**config.mk**
```make
export PLATFORM = sky130hd
export DESIGN_NAME = hardware_unbinarize_stream
export DESIGN_NICKNAME = d
export VERILOG_FILES = /design/src/rtl/hardware_unbinarize_stream.sv
export SDC_FILE = /design/constraint.sdc
export NUM_CORES = 1
export LEC_CHECK = 0
export ABC_CLOCK_PERIOD_IN_PS = 10240
export CAP_MARGIN = 15
export CORE_MARGIN = 2
export CORE_UTILIZATION = 40
export CTS_BUF_LIST = sky130_fd_sc_hd__clkbuf_2 sky130_fd_sc_hd__clkbuf_4 sky130_fd_sc_hd__clkbuf_8
export DETAILED_ROUTE_END_ITERATION = 8
export GPL_TIMING_DRIVEN = 0
export PLACE_DENSITY = 0.65
export RECOVER_POWER = 25
export SLEW_MARGIN = 15
export SYNTH_ARGS = -nofsm -noshare
export SYNTH_HDL_FRONTEND = slang
export SYNTH_SLANG_ARGS = --single-unit
export TNS_END_PERCENT = 100
```
**constraint.sdc**
```tcl
create_clock -name system1000 -period 10.24 [get_ports system1000]
set_input_delay 2.048 -clock system1000 [delete_from_list [all_inputs] [get_ports system1000]]
set_output_delay 2.048 -clock system1000 [all_outputs]
set_load 0.03 [all_outputs]
```
**src/rtl/hardware_unbinarize_stream.sv**
```systemverilog
// hardware_unbinarize_stream
//
// Streaming term decoder for the SKI reduction datapath. Each packed heap
// word (tag in the MSBs, payload below it) is decoded combinationally into
// the reducer's term encoding: a 3-bit constructor followed by two pointer
// fields. Decoded terms are held in a small output FIFO, so heap-read bursts
// are decoupled from reducer stalls. Words with an invalid tag are counted.
//
// Ports:
//   system1000      clock, rising edge
//   system1000_rst  asynchronous active-high reset
//   flush_i         synchronous clear of the FIFO (overrides push/pop)
//   in_word_i       packed heap word, WORD_W = TAG_W + 2*PTR_W bits
//   in_valid_i      in_word_i valid
//   in_ready_o      block can accept a word
//   term_o          decoded term at the FIFO head, TERM_W = 3 + 2*PTR_W bits
//   term_valid_o    term_o valid
//   term_ready_i    consumer accepts term_o
//   err_cnt_o       saturating count of invalid tags accepted
//
// Handshakes: a transfer happens on a cycle where valid and ready are both
// high at the rising clock edge; valid does not depend on ready, and a held
// term_o stays stable until it is taken.
//
// Optional build macro HASKI_UNBIN_DROP_INVALID_EN: when defined, invalid
// words complete their input handshake but are not written to the FIFO.
// When undefined, they are stored as the poison term {3'b111, zeros}.
module hardware_unbinarize_stream #(
  parameter int TAG_W      = 4,
  parameter int PTR_W      = 30,
  parameter int LIT_W      = 32,
  parameter int FIFO_DEPTH = 2,
  localparam int WORD_W    = TAG_W + 2 * PTR_W,
  localparam int TERM_W    = 3 + 2 * PTR_W
) (
  input  logic              system1000,
  input  logic              system1000_rst,
  input  logic              flush_i,
  input  logic [WORD_W-1:0] in_word_i,
  input  logic              in_valid_i,
  output logic              in_ready_o,
  output logic [TERM_W-1:0] term_o,
  output logic              term_valid_o,
  input  logic              term_ready_i,
  output logic [15:0]       err_cnt_o
);

  localparam int PAYLOAD_W = 2 * PTR_W;
  localparam int ADDR_W    = (FIFO_DEPTH > 1) ? $clog2(FIFO_DEPTH) : 1;
  localparam int CNT_W     = ADDR_W + 1;

  // ---------------- combinational decode ----------------
  logic [TAG_W-1:0]     tag;
  logic [PAYLOAD_W-1:0] payload;
  logic [PAYLOAD_W-1:0] litField;
  logic [TERM_W-1:0]    decTerm;
  logic                 decInvalid;

  always_comb begin
    tag        = in_word_i[WORD_W-1 -: TAG_W];
    payload    = in_word_i[PAYLOAD_W-1:0];
    // Literal sits left-justified in the pointer area, zero padded below.
    litField   = '0;
    litField[PAYLOAD_W-1 -: LIT_W] = payload[LIT_W-1:0];
    decTerm    = '0;
    decInvalid = 1'b0;
    if (tag <= TAG_W'(2)) begin
      decTerm[TERM_W-1 -: 3] = tag[2:0];
    end else if (tag == TAG_W'(3)) begin
      decTerm = {3'b011, payload};
    end else if (tag == TAG_W'(4)) begin
      decTerm = {3'b100, litField};
    end else begin
      decInvalid             = 1'b1;
      decTerm[TERM_W-1 -: 3] = 3'b111;
    end
  end

  // ---------------- output FIFO ----------------
  logic [TERM_W-1:0] mem [FIFO_DEPTH];
  logic [ADDR_W-1:0] wrPtr;
  logic [ADDR_W-1:0] rdPtr;
  logic [CNT_W-1:0]  count;
  logic [15:0]       errCnt;
  logic              full;
  logic              empty;
  logic              inFire;
  logic              pushEn;
  logic              popEn;

  assign full  = (count == CNT_W'(FIFO_DEPTH));
  assign empty = (count == '0);

  // Ready is held low for the whole time reset is asserted.
  assign in_ready_o = ~system1000_rst & ~full;

  // A handshake during flush is accepted on the wire but discarded.
  assign inFire = in_valid_i & in_ready_o & ~flush_i;
`ifdef HASKI_UNBIN_DROP_INVALID_EN
  assign pushEn = inFire & ~decInvalid;
`else
  assign pushEn = inFire;
`endif
  assign popEn  = ~empty & term_ready_i & ~flush_i;

  assign term_valid_o = ~empty;
  assign term_o       = empty ? '0 : mem[rdPtr];
  assign err_cnt_o    = errCnt;

  always_ff @(posedge system1000 or posedge system1000_rst) begin
    if (system1000_rst) begin
      wrPtr  <= '0;
      rdPtr  <= '0;
      count  <= '0;
      errCnt <= '0;
    end else begin
      if (flush_i) begin
        wrPtr <= '0;
        rdPtr <= '0;
        count <= '0;
      end else begin
        // Depth is a power of two, so pointer overflow is the wrap.
        if (pushEn) wrPtr <= wrPtr + ADDR_W'(1);
        if (popEn)  rdPtr <= rdPtr + ADDR_W'(1);
        count <= count + CNT_W'(pushEn) - CNT_W'(popEn);
      end
      if (inFire && decInvalid && (errCnt != 16'hFFFF)) begin
        errCnt <= errCnt + 16'd1;
      end
    end
  end

  // Storage needs no reset: count gates everything read from it.
  always_ff @(posedge system1000) begin
    if (pushEn) mem[wrPtr] <= decTerm;
  end

endmodule

```
-- Yosys cells after proc, flatten, opt, wreduce, memory -nomap -nowiden
Memory sizes are Yosys's and may differ from the RTL's.
Index checks and enable logic that the tools add are counted.
- register bits: 20
- bits in writable memories: 126
- input bits: 69
- output and inout port bits: 81
- logic and storage cells: 45
- memories: 1
- add/sub/neg operators: 5
- order comparisons: 1
- eq/ne operators: 4
- multiplexer cells: 16
- bitwise operators: 9
- reductions and logical operators: 5
- memory list (memory ; depth ; bits a word ; rd ports ; clocked after Yosys merged registers in ; write ports ; line ; source):
    mem ; 2 ; 63 ; 1 ; 0 ; 1 ; 80 ; logic [TERM_W-1:0] mem [FIFO_DEPTH];
- operators by type and width (operator ; number):
    $mux W63 ; 2
    $mux W60 ; 2
    $add A16 B1 Y16 const B ; 1
    $ne A16 B16 Y1 const B ; 1
    $mux W1 ; 9
    $and A1 B1 Y1 ; 5
    $eq A4 B2 Y1 const B ; 1
    $eq A4 B3 Y1 const B ; 1
    $le A4 B2 Y1 const B ; 1
    $mux W2 ; 2
    $not A1 Y1 ; 4
    $reduce_bool A2 Y1 ; 2
    $mux W3 ; 1
    $add A1 B1 Y1 const B ; 2
    $add A2 B1 Y2 ; 1
    $eq A2 B2 Y1 const B ; 1
    $logic_and A1 B1 Y1 ; 2
    $logic_not A2 Y1 ; 1
    $sub A2 B1 Y2 ; 1

-- Logic depth before layout (Yosys ltp)
- depth in word-level cells: 8
- depth in mapped cells: 9
- depth with buffers taken out: 9

-- Least setup slack after synthesis
OpenSTA, ideal clock, no wires.
- path type: input port to flip-flop
- from: input in_valid_i
- to: memory mem[0][0] in the netlist's numbering (enable)
- arrival time: 5051 ps
- data required time: 9756 ps
- slack: 4705 ps
- stages: 3
- buffers on the path: 0
- cell sequence: nor2b_1 > nand3_1 > nor2_1
- word-level cells in the longest chain between the ends: 4
- ends and longest elaborated chain (element ; line ; source):
    from (decl) ; 40 ; input logic in_valid_i,
    $and A1 B1 Y1 (2 in a row) ; 98 ; assign inFire = in_valid_i & in_ready_o & ~flush_i;
    $mux W1 ; 135 ; if (pushEn) mem[wrPtr] <= decTerm;
    $mux W1 (not written as such) ; 135 ;
    to (decl) ; 80 ;
Every way passes these cells.

-- Worst setup path in the final report
- from: input system1000_rst
- to: output in_ready_o
- word-level cells in the longest chain between the ends: 2
- ends and longest elaborated chain (element ; line ; source):
    from (decl) ; 37 ; input logic system1000_rst,
    $not A1 Y1 ; 95 ; assign in_ready_o = ~system1000_rst & ~full;
    $and A1 B1 Y1 ; 95 ;
    to (decl) ; 41 ; output logic in_ready_o,
Every way passes these cells.

==> metrics.md <==
| Metric | Value |
|---|---|
| Simple-gate portion of the synthesized area | `13.71%` |
| Crit-path max cell delay | `0.67 ns` |
| Worst Hold Class | `reg -> reg` |
| Count of final hold-check violations | `0` |
| Setup TNS Final | `0 ns` |
| Drt initial violations | `321` |
| Ant diodes | `0` |
| Worst setup SP type | `input port` |
| Design Power | `1.495 mW` |
| Max-Cap Viols | `2` |
| GP Congestion | `0.8245` |
| DRC viols | `0` |
| Post-Synth Adder-Cell Area | `0.5811%` |
| Post-Synth XOR/XNOR Area | `2.169%` |
| Sequential area share after synthesis | `66.32%` |
| Clk sinks | `146` |
| DRT Pass-1 Iters | `5` |
| TritonCTS clock tree | `yes` |
| Peak supply drop | `0.1096 mV` |
| Core Box Area | `15830 um2` |
| Max clock buf depth | `2` |
| Period utilisation layout | `60.03%` |
| Final Critical Period | `6.147 ns` |
| Worst path bufs/invs | `3` |
| CTS H-tree lvls | `4` |
| Worst-Margin Slew | `2.348 ns` |
| Die H | `131.1 um` |
| Share of layout cells above drive strength 1 | `6.917%` |
| Compound-Gate Fraction of Synth Area | `4.377%` |
| IO Port Bufs | `147` |
| Root buf cell | `clkbuf_8` |
| Post-synthesis mux area share | `10.42%` |
| Antenna violations before repair | `0` |
| WL/cell | `17.44 um` |
| Final Max Tran Viols | `48` |
| Final Skew | `0.006659 ns` |
| Failing checks | `max-capacitance violations, max-slew violations` |
| Worst path cell trace | `dlygate4sd3_1 -> inv_1 -> and2_1 -> clkdlybuf4s50_1` |
| Syn-to-layout area delta | `35.08%` |
| Nets@finish | `726` |
| Tot GR Track Use | `18.33%` |
| Die width | `131.1 um` |
| Clk slew on worst S/H paths | `0.08 ns` |
| Synth warnings | `0` |
| DIE AREA | `17180 um2` |
| Cells after synthesis | `484` |
| Final setup vio count | `0` |
| Routed WL | `15370 um` |
| Pwr dens | `171.3 nW/um2` |
| Ports | `150` |
| Lkg Pwr | `3.131 nW` |
| Delay-heaviest family, CP | `buffers and inverters` |
| Crit path DAT | `4.10 ns` |
| Hold-fix buffers, CTS | `0` |
| CP Capture Type | `primary output` |
| Post-DRT Antenna Nets | `0` |
| Slowest-stage cell, CP | `clkdlybuf4s50_1` |
| Site row count | `46` |
| Status | `finished with violations` |
| Syn_area_per_cell | `13.35 um2` |
| Worst-Skew Late Latency | `0.44 ns` |
| Starting density of the core | `40.81%` |
| Syn Std Cell Area | `6460 um2` |
| Slew headroom | `-57.10%` |
| Unrepaired setup endpoints after global routing | `no` |
| Routed vias/inst | `5.002` |
| Detailed Place HPWL | `11080 um` |
| Vias in the first global route | `4548` |
| Mapped Nets | `556` |
| Post-Route Utilization | `55.13%` |
| Critical path class | `in -> out` |
| Main combinational cell family by area after synthesis | `simple AND/OR/NAND/NOR gates` |
| CP max FO | `21` |
| Largest net degree at the start of global routing | `25` |
| Via count | `4407` |
| # resized after CTS | `0` |
| Synth cell types | `34` |
| Commonest non-fill, non-tap cells in the layout | `clkdlybuf4s50_1 (126), edfxtp_1 (126), nor2_1 (107), mux2i_1 (65), a22oi_1 (31)` |
| #FFs+latches synth | `146` |
| Global-route wire length before repair | `23570 um` |
| Max frequency | `0.1627 GHz` |
| Post-CTS setup buffers | `0` |
| WP data required | `8.19 ns` |
| CTS buffer count | `17` |
| GRT overflow | `0` |
flip-flops by register name, summed over array words and instances (netlist names):
name / cells
wrPtr: 1
rdPtr: 1
err_cnt_o: 16
mem: 126
count: 2
worst paths after layout:
kind                                      from             to  slack (ns)  cells past startpoint
worst min register to register    err_cnt_o[8]   err_cnt_o[8]        0.51                      1
max in group asynchronous       system1000_rst   err_cnt_o[2]        7.51                      2
worst max register to register        count[1]     mem[1][43]        7.01                      5
worst max-delay path            system1000_rst     in_ready_o        4.09                      4
worst min-delay path              err_cnt_o[8]   err_cnt_o[8]        0.51                      1
min in group asynchronous       system1000_rst  err_cnt_o[14]        2.23                      2
worst register-to-register path, stage by stage, from the launching register on:
cell and delay, ns:
dfrtp_1 0.42, nand2b_1 0.16, nand3_1 0.16, nor2_1 1.74
buf_16 0.25, buf_16 0.19
synthesized netlist by cell type:
master | count | share of area [%]
a21oi_1 | 2 | 0.15
mux2_2 | 2 | 0.35
nor3_1 | 3 | 0.23
mux2i_1 | 65 | 10
nor4_4 | 1 | 0.33
nor2_1 | 107 | 6.2
xnor2_1 | 2 | 0.27
edfxtp_1 | 126 | 59
nand2_1 | 6 | 0.35
nor4_1 | 3 | 0.29
nand3_1 | 9 | 0.70
inv_1 | 8 | 0.46
clkbuf_1 | 19 | 1.1
nor2b_1 | 2 | 0.19
nor4b_2 | 1 | 0.23
buf_4 | 2 | 0.23
and3_1 | 3 | 0.29
o21a_1 | 1 | 0.12
buf_2 | 8 | 0.62
a22oi_1 | 31 | 3.6
and2_1 | 29 | 2.8
ha_1 | 3 | 0.58
nand4b_1 | 1 | 0.14
nand4_1 | 3 | 0.29
xor2_1 | 14 | 1.9
nor3b_1 | 1 | 0.12
nand2b_1 | 1 | 0.097
nor4_2 | 5 | 0.97
and4_1 | 1 | 0.14
nor4b_1 | 1 | 0.14
dfrtp_1 | 20 | 7.7
nand4_2 | 1 | 0.19
o2111ai_2 | 1 | 0.23
a211o_1 | 2 | 0.27
routing by layer:
layer	global-route usage (%)	part of all wire, %	routed length [um]	vias up
li1	-	-	-	2098
met5	0	0	0	-
met1	23.67	43	6646	2139
met4	5.632	1.9	285	0
met2	30.36	49	7493	146
met3	4.992	6.1	942	24
layout make-up:
class	instances	area [um2]
buffer	29	122.6
clock buffer	18	241.5
clock inverter	12	214.0
fill	1337	7102
inverter	8	30.03
multi-input combinational	301	1982
sequential	146	4284
tap	216	270.3
timing repair buffer	151	1582
metrics by stage:
| stage | instance area (um2) | setup slack, ns | instances | hold slack (ns) |
|---|---|---|---|---|
| floorplan | 6460 | 4.705 | 484 | 0.5833 |
| global placement | 8202 | 2.667 | 847 | 0.4965 |
| detailed placement | 8327 | 4.188 | 851 | 0.4981 |
| CTS | 8782 | 4.158 | 881 | 0.5160 |
| global route | 8726 | 3.925 | 881 | 0.5469 |
| finish | 8726 | 4.093 | 881 | 0.5127 |
logic make-up (layout without fill, tap and decap cells):
logic type               count (synthesis)  after routing
AO/OA/AOI/OAI                           37             37
XOR/XNOR                                16             16
adder cells (fa/ha/maj)                  3              3
buffers and inverters                   37            218
flip-flops                             146            146
multiplexers                            67             67
AND/OR/NAND/NOR                        178            178
report_power, final:
group	total, mW	switching, mW	internal [mW]
clock	0.518	0.206	0.312
combinational	0.296	0.173	0.123
sequential	0.680	0.0142	0.666
Power figures use the tool's default switching activity.
